===== src/rtl/decode_regfile_stage.sv =====
// Decode stage: field split, register file read, immediate/jump target, ID/EX register.
// Optional same-edge write-back bypass into captured operands: DECODE_WB_BYPASS_EN.
module decode_regfile_stage #(
    parameter int XLEN = 32,
    parameter int NUM_REGS = 32,
    localparam int AW = $clog2(NUM_REGS)
) (
    input  logic            clk,
    input  logic            rst_n,
    input  logic            in_valid,
    output logic            in_ready,
    input  logic [31:0]     in_instr,
    input  logic [XLEN-1:0] in_pc4,
    input  logic            wb_en,
    input  logic [AW-1:0]   wb_addr,
    input  logic [XLEN-1:0] wb_data,
    input  logic            ex_load_pending,
    input  logic [AW-1:0]   ex_load_rt,
    input  logic            flush,
    output logic            out_valid,
    input  logic            out_ready,
    output logic [5:0]      out_opcode,
    output logic [5:0]      out_funct,
    output logic [AW-1:0]   out_rt,
    output logic [AW-1:0]   out_rd,
    output logic [XLEN-1:0] out_rs_data,
    output logic [XLEN-1:0] out_rt_data,
    output logic [XLEN-1:0] out_imm,
    output logic [XLEN-1:0] out_jump_target
);

    logic [XLEN-1:0] regs [NUM_REGS];

    logic [AW-1:0]   rs;
    logic [AW-1:0]   rt;
    logic [AW-1:0]   rd;
    logic [5:0]      opcode;
    logic [XLEN-1:0] rs_val;
    logic [XLEN-1:0] rt_val;
    logic [XLEN-1:0] imm_val;
    logic [XLEN-1:0] target_val;
    logic            zero_ext;
    logic            stall;
    logic            capture;
    logic            unused_pc;

    assign rs     = in_instr[21 +: AW];
    assign rt     = in_instr[16 +: AW];
    assign rd     = in_instr[11 +: AW];
    assign opcode = in_instr[31:26];

    // Only the segment bits of PC+4 reach the jump target.
    assign unused_pc = ^in_pc4[27:0];

    always_comb begin
        rs_val = (rs == '0) ? '0 : regs[rs];
        rt_val = (rt == '0) ? '0 : regs[rt];
`ifdef DECODE_WB_BYPASS_EN
        if (wb_en && wb_addr == rs && rs != '0) rs_val = wb_data;
        if (wb_en && wb_addr == rt && rt != '0) rt_val = wb_data;
`endif
    end

    // andi/ori/xori take a zero-extended immediate.
    assign zero_ext = (opcode == 6'h0C) || (opcode == 6'h0D) || (opcode == 6'h0E);

    always_comb begin
        if (zero_ext)
            imm_val = {{(XLEN-16){1'b0}}, in_instr[15:0]};
        else
            imm_val = {{(XLEN-16){in_instr[15]}}, in_instr[15:0]};
    end

    assign target_val = {in_pc4[XLEN-1:28], in_instr[25:0], 2'b00};

    assign stall = in_valid && ex_load_pending && (ex_load_rt != '0)
                && ((rs == ex_load_rt) || (rt == ex_load_rt));

    assign in_ready = (!out_valid || out_ready) && !stall && !flush;
    assign capture  = in_valid && in_ready;

    always_ff @(posedge clk) begin
        if (!rst_n) begin
            for (int i = 0; i < NUM_REGS; i++) regs[i] <= '0;
        end else if (wb_en && wb_addr != '0) begin
            regs[wb_addr] <= wb_data;
        end
    end

    always_ff @(posedge clk) begin
        if (!rst_n) begin
            out_valid       <= 1'b0;
            out_opcode      <= '0;
            out_funct       <= '0;
            out_rt          <= '0;
            out_rd          <= '0;
            out_rs_data     <= '0;
            out_rt_data     <= '0;
            out_imm         <= '0;
            out_jump_target <= '0;
        end else if (flush) begin
            out_valid <= 1'b0;
        end else if (capture) begin
            out_valid       <= 1'b1;
            out_opcode      <= opcode;
            out_funct       <= in_instr[5:0];
            out_rt          <= rt;
            out_rd          <= rd;
            out_rs_data     <= rs_val;
            out_rt_data     <= rt_val;
            out_imm         <= imm_val;
            out_jump_target <= target_val;
        end else if (out_ready) begin
            out_valid <= 1'b0;
        end
    end

endmodule


===== config.mk =====
export PLATFORM = sky130hd
export DESIGN_NAME = decode_regfile_stage
export DESIGN_NICKNAME = d
export VERILOG_FILES = /design/src/rtl/decode_regfile_stage.sv
export SDC_FILE = /design/constraint.sdc
export NUM_CORES = 2
export LEC_CHECK = 0
export CAP_MARGIN = 15
export CORE_MARGIN = 2
export CORE_UTILIZATION = 33
export CTS_CLUSTER_DIAMETER = 80
export DETAILED_ROUTE_END_ITERATION = 10
export DONT_BUFFER_PORTS = 1
export SYNTH_ARGS = -nofsm -noshare
export SYNTH_HDL_FRONTEND = slang
export SYNTH_SLANG_ARGS = --single-unit

===== constraint.sdc =====
create_clock -name clk -period 6.3 [get_ports clk]
set_clock_uncertainty 0.15 [all_clocks]
set_input_delay 0.63 -clock clk [delete_from_list [all_inputs] [get_ports clk]]
set_output_delay 0.63 -clock clk [all_outputs]
set_load 0.02 [all_outputs]

Word level (Yosys, flattened, before mapping)
Memory sizes are Yosys's and may differ from the RTL's. Index checks and enable logic that the tools add are counted. W data, S select, Z words.

Memory bits (writable): 1024. Memories: 1. Flip-flop bits (word level): 149. Input bits: 113.

Memories: regs (words 32, width 32, rd ports 2, clocked after memory_dff 0, wr ports 32, RTL line 32) `logic [XLEN-1:0] regs [NUM_REGS];`.

Bitwise gates (word level): 2. Eq/ne operators: 5. Reductions and logical operators: 22. Mux-type cells: 12.

Operator list (number): $mux W32 (4); $reduce_or A32 Y1 (1); $eq A6 B4 Y1 const B (3); $eq A5 B5 Y1 (2); $logic_not A5 Y1 (2); $reduce_bool A5 Y1 (2); $logic_and A1 B1 Y1 (7); $mux W1 (7); $mux W5 (1); $logic_or A1 B1 Y1 (4); $logic_not A1 Y1 (3); $not A1 Y1 (2); $reduce_and A2 Y1 (1); $reduce_bool A2 Y1 (1); $reduce_or A2 Y1 (1).

Longest topological paths before layout
Depth in word-level cells: 8. Depth in mapped cells: 9.

Worst setup path after synthesis
OpenSTA, ideal clock, no wires.

Path kind: input-to-reg. Start point: input rst_n. End point: memory regs[13][0] (enable). Data arrival time: 3.665 ns. Data required time: 5.684 ns. Stages: 4. Path slack: 2.019 ns. Library setup time: 0.466 ns. Cells stage by stage: clkbuf_1 -> nand4b_1 -> clkbuf_1 -> o21ai_0.

RTL lines: start, declared (RTL line 9) `input logic rst_n,`; end, declared (RTL line 32).

==> metrics.log <==
INFO  metric run_status = finished, final reports clean
INFO  metric timing.final.crit_share = between 40% and 50%
INFO  metric groute.layer.met1.usage = 28.5%
INFO  metric path_class = input port to register
INFO  metric postSynthRegisterBits = 1,126
INFO  metric grt_antenna_before_repair = 18
INFO  metric cts_tree = done
INFO  metric grt_pass1_vias = 35,443
INFO  metric worst_path_max_delay_cell = sky130_fd_sc_hd__o21ai_4
INFO  metric timing_hold_violations_final = 0
INFO  metric synth-main-ff-cell = sky130_fd_sc_hd__edfxtp_1
INFO  metric gp_congestion = 0.802
INFO  metric gr-usage-met3 = 4.98%
INFO  metric fp.dieW = 422 um
INFO  metric detail_route.wirelength = 194 mm
INFO  metric global_route_wire_length_before_repair = about 270 mm
INFO  metric die_area = ~180,000 um2
INFO  metric number_of_max_cap_violations = 0
INFO  metric ir_worst_vdd = between 0.2 and 0.25 mV
INFO  metric synthDistinctLibCells = 48
INFO  metric core-area = 174,000 um2
INFO  metric wl_per_cell = 31.2 um
INFO  metric share_comb_of_total_power = 8.9%
INFO  metric clkLatencyLatePin = between 700 and 800 ps
INFO  metric timing_max_transition_violations_final = 0
INFO  metric cp_cell_sequence = nand4_1 -> o21ai_4 -> buf_4
INFO  metric async_flop_share = 0%
INFO  metric synth.avg_cell_area = roughly 15 um2
INFO  metric p_clk_share = 40.1%
INFO  metric tritoncts.num_buffers = 118
INFO  metric slew_headroom = 16.9%
INFO  metric io-pin-count = 265
INFO  metric portBuffers = 0
INFO  metric drcViolationCount = 0
INFO  metric timing.hold.worst.class = input port to register
INFO  metric grt_setup_unrepaired = false
INFO  metric max_clock_freq = between 300 and 400 MHz
INFO  metric seq_power_share = 51.0%
INFO  metric placedInstanceArea = 59,600 um2
INFO  metric cp_data_arrival_time = 3320 ps
INFO  metric clock_tree.root_cell = sky130_fd_sc_hd__clkbuf_16
INFO  metric floorplan_die_height = 422 um
INFO  metric worst-path-max-fanout = 53
INFO  metric synth-seq-area-share = between 50 and 60%
INFO  metric syn-cell-area = 57,600 um2
INFO  metric timing.critical_path.to_type = register
INFO  metric ant_nets = 0
INFO  metric post-cts-setup-buffers = 0
INFO  metric dp_hpwl = roughly 110 mm
INFO  metric grt_use_met2 = approximately 34%
INFO  metric grt-ovfl-total = 0
INFO  metric number_of_synthesized_flops_with_an_enable_pin = 1,024
INFO  metric pin_count_of_the_biggest_net_entering_global_routing = roughly 230
INFO  metric gr-max-usage-layer = met2
INFO  metric finalSetupTns = 0 ps
INFO  metric leakage_component_of_the_power = roughly 21 nW
INFO  metric cts_max_level = 3
INFO  metric clock_sinks = 1,126
INFO  metric layout_min_cycle_time = between 3000 and 4000 ps
INFO  metric groute.usage.overall = 21.3%
INFO  metric cts.clk_slew.worst_paths = 60 ps
INFO  metric cellPowerDensity = about 270 nW/um2
INFO  metric synthesis.instances = a little under 4,000
INFO  metric worst_slack = 3220 ps
INFO  metric syn2layout_area_growth = 11.7%
INFO  metric nets = 3,893
INFO  metric internal_pwr_total = between 0.01 and 0.015 W
INFO  metric ys.warnings.count = 0
INFO  metric routed_vias_inst = ~5.8
INFO  metric finalInstanceArea = 64,300 um2
INFO  metric layout-drive-gt1-share = 20.3%
INFO  metric detailroute.via_count = ~36,000
INFO  metric max_stage_delay = 1220 ps
INFO  metric cts_max_path_buffers = 3
INFO  metric drt_pass1_iterations = 6
INFO  metric rows = 153
INFO  metric initialDrtViolationCount = 4,991
INFO  metric crit_required = 6530 ps
INFO  metric worst_setup_timing_slack_at_the_placement_stage = approximately 2500 ps
INFO  metric power.switching = 0.00415 W
INFO  metric worst-slew-pin-transition = 1240 ps
INFO  metric finalCoreUtilization = 37.0%
INFO  metric startpoint_types = input port
INFO  metric net_switching_share_of_the_total_power = 23.9%
INFO  metric setup_viol_count_final = 0
INFO  metric initial_utilization = 33.1%
-- cell usage after synthesis (all sizes together) (2+ instances only) --
library cell,number,area (um2)
a211oi,94,706
a21oi,3,18.8
a22o,32,280
a22oi,31,233
a32o,32,320
and2,993,6210
buf,188,1210
clkbuf,282,1060
dfxtp,102,2040
edfxtp,1024,30700
inv,5,18.8
mux2i,167,1670
mux4,448,10100
nand2,79,297
nand2b,5,31.3
nand3,71,355
nand3b,36,270
nand4,4,25.0
nand4b,2,17.5
nor2,68,255
nor2b,4,25.0
nor3,4,20.0
nor3b,2,15.0
o21ai,32,160
o22ai,188,1180
o311ai,2,17.5
or3,6,37.5
or3b,4,35.0
xnor2,10,87.6
-- worst paths after layout --
| path | start | end | slack (ps) | cells after the start |
|---|---|---|---|---|
| worst min-delay path | in_instr[22] | out_jump_target[24]$_SDFFE_PN0P_ | 60 | 2 |
| worst min register to register | out_opcode[0]$_SDFFE_PN0P_ | out_opcode[0]$_SDFFE_PN0P_ | 410 | 2 |
| worst max-delay path | rst_n | regs[23][20]$_SDFFCE_PN0P_ | 3220 | 3 |
| worst max register to register | out_valid$_SDFFE_PP0P_ | out_jump_target[30]$_SDFFE_PN0P_ | 3240 | 6 |
-- layer usage --
metal | vias up | wire [um]
met5 | - | 32
met4 | 4 | 6830
met3 | 357 | 19400
met2 | 2008 | 90300
met1 | 18818 | 77100
li1 | 14713 | -
-- critical path: cells and delay by family --
family / cells / cell delay [ps]
compound gates: 1 / 1220
simple gates: 1 / 830
buf+inv: 1 / 580
-- state kept, by name, summed over array words and instances, names as in the netlist --
signal           cells
out_rt_data         32
out_jump_target     10
out_valid            1
regs              1024
out_rt               4
out_opcode           6
out_imm             17
out_rs_data         32
-- layout make-up --
class,instances,area (um2)
fill,16142,109000
sequential,1126,32800
multi-input combinational,2361,23200
clock buffer,183,3430
tap,2325,2910
timing repair buffer,168,1480
clock inverter,43,370
inverter,5,18.8
antenna,7,17.5
-- logic make-up after synthesis --
| logic type | count (synthesis) | share of synthesized area, % |
|---|---|---|
| buf+inv | 475 | 3.99 |
| simple gates | 1279 | 13.2 |
| mux | 616 | 20.5 |
| other cells | 1 | 0.00652 |
| compound gates | 422 | 5.21 |
| flops | 1126 | 57.0 |
| xor+xnor | 10 | 0.152 |
-- power by group through the flow --
stage | clock network (W) | logic [W] | registers (W)
final | 0.00697 | 0.00154 | 0.00888
after global routing | 0.00732 | 0.00160 | 0.00892
after CTS | 0.00702 | 0.00152 | 0.00887
after detailed placement | 0 | 0.00139 | 0.00903
after global placement | 0 | 0.00138 | 0.00900
after floorplan | 0 | 0.00124 | 0.00892
-- layout by cell type, fill, tap and decap left out, types with 5 or more instances in the layout --
master                             n
sky130_fd_sc_hd__o22ai_1         187
sky130_fd_sc_hd__nand3_1          66
sky130_fd_sc_hd__o21ai_4          31
sky130_fd_sc_hd__conb_1           34
sky130_fd_sc_hd__nand2b_1          5
sky130_fd_sc_hd__and2_1          992
sky130_fd_sc_hd__mux2i_1         167
sky130_fd_sc_hd__bufinv_16         5
sky130_fd_sc_hd__dlygate4sd3_1    79
sky130_fd_sc_hd__a22o_1           32
sky130_fd_sc_hd__clkbuf_16       122
sky130_fd_sc_hd__a22oi_1          31
sky130_fd_sc_hd__nand2_1          79
sky130_fd_sc_hd__nor2_4           29
sky130_fd_sc_hd__diode_2           7
sky130_fd_sc_hd__clkinv_2         16
sky130_fd_sc_hd__clkbuf_1         46
sky130_fd_sc_hd__nor2_1           36
sky130_fd_sc_hd__edfxtp_1       1024
sky130_fd_sc_hd__mux4_2          448
sky130_fd_sc_hd__buf_4            87
sky130_fd_sc_hd__clkinv_1         13
sky130_fd_sc_hd__clkbuf_8         15
sky130_fd_sc_hd__nand3_2           5
sky130_fd_sc_hd__nand3b_1         36
sky130_fd_sc_hd__a32o_1           32
sky130_fd_sc_hd__a211oi_1         94
sky130_fd_sc_hd__xnor2_1          10
sky130_fd_sc_hd__dfxtp_1         101
-- repair_timing --
action                     CTS  global route
hold buffers                81             0
hold endpoints to repair  1030             0
gates resized for setup      0             0
-- through the flow --
step                      hold slack (ps)  cells  total power [W]
after floorplan                       383   3962           0.0102
after global placement                395   5904           0.0104
after detailed placement              402   5904           0.0104
after CTS                            6.31   6211           0.0174
after global routing                 35.6   6213           0.0178
final                                64.1   6218           0.0174
Note: power is estimated with default switching activity, not from simulation.
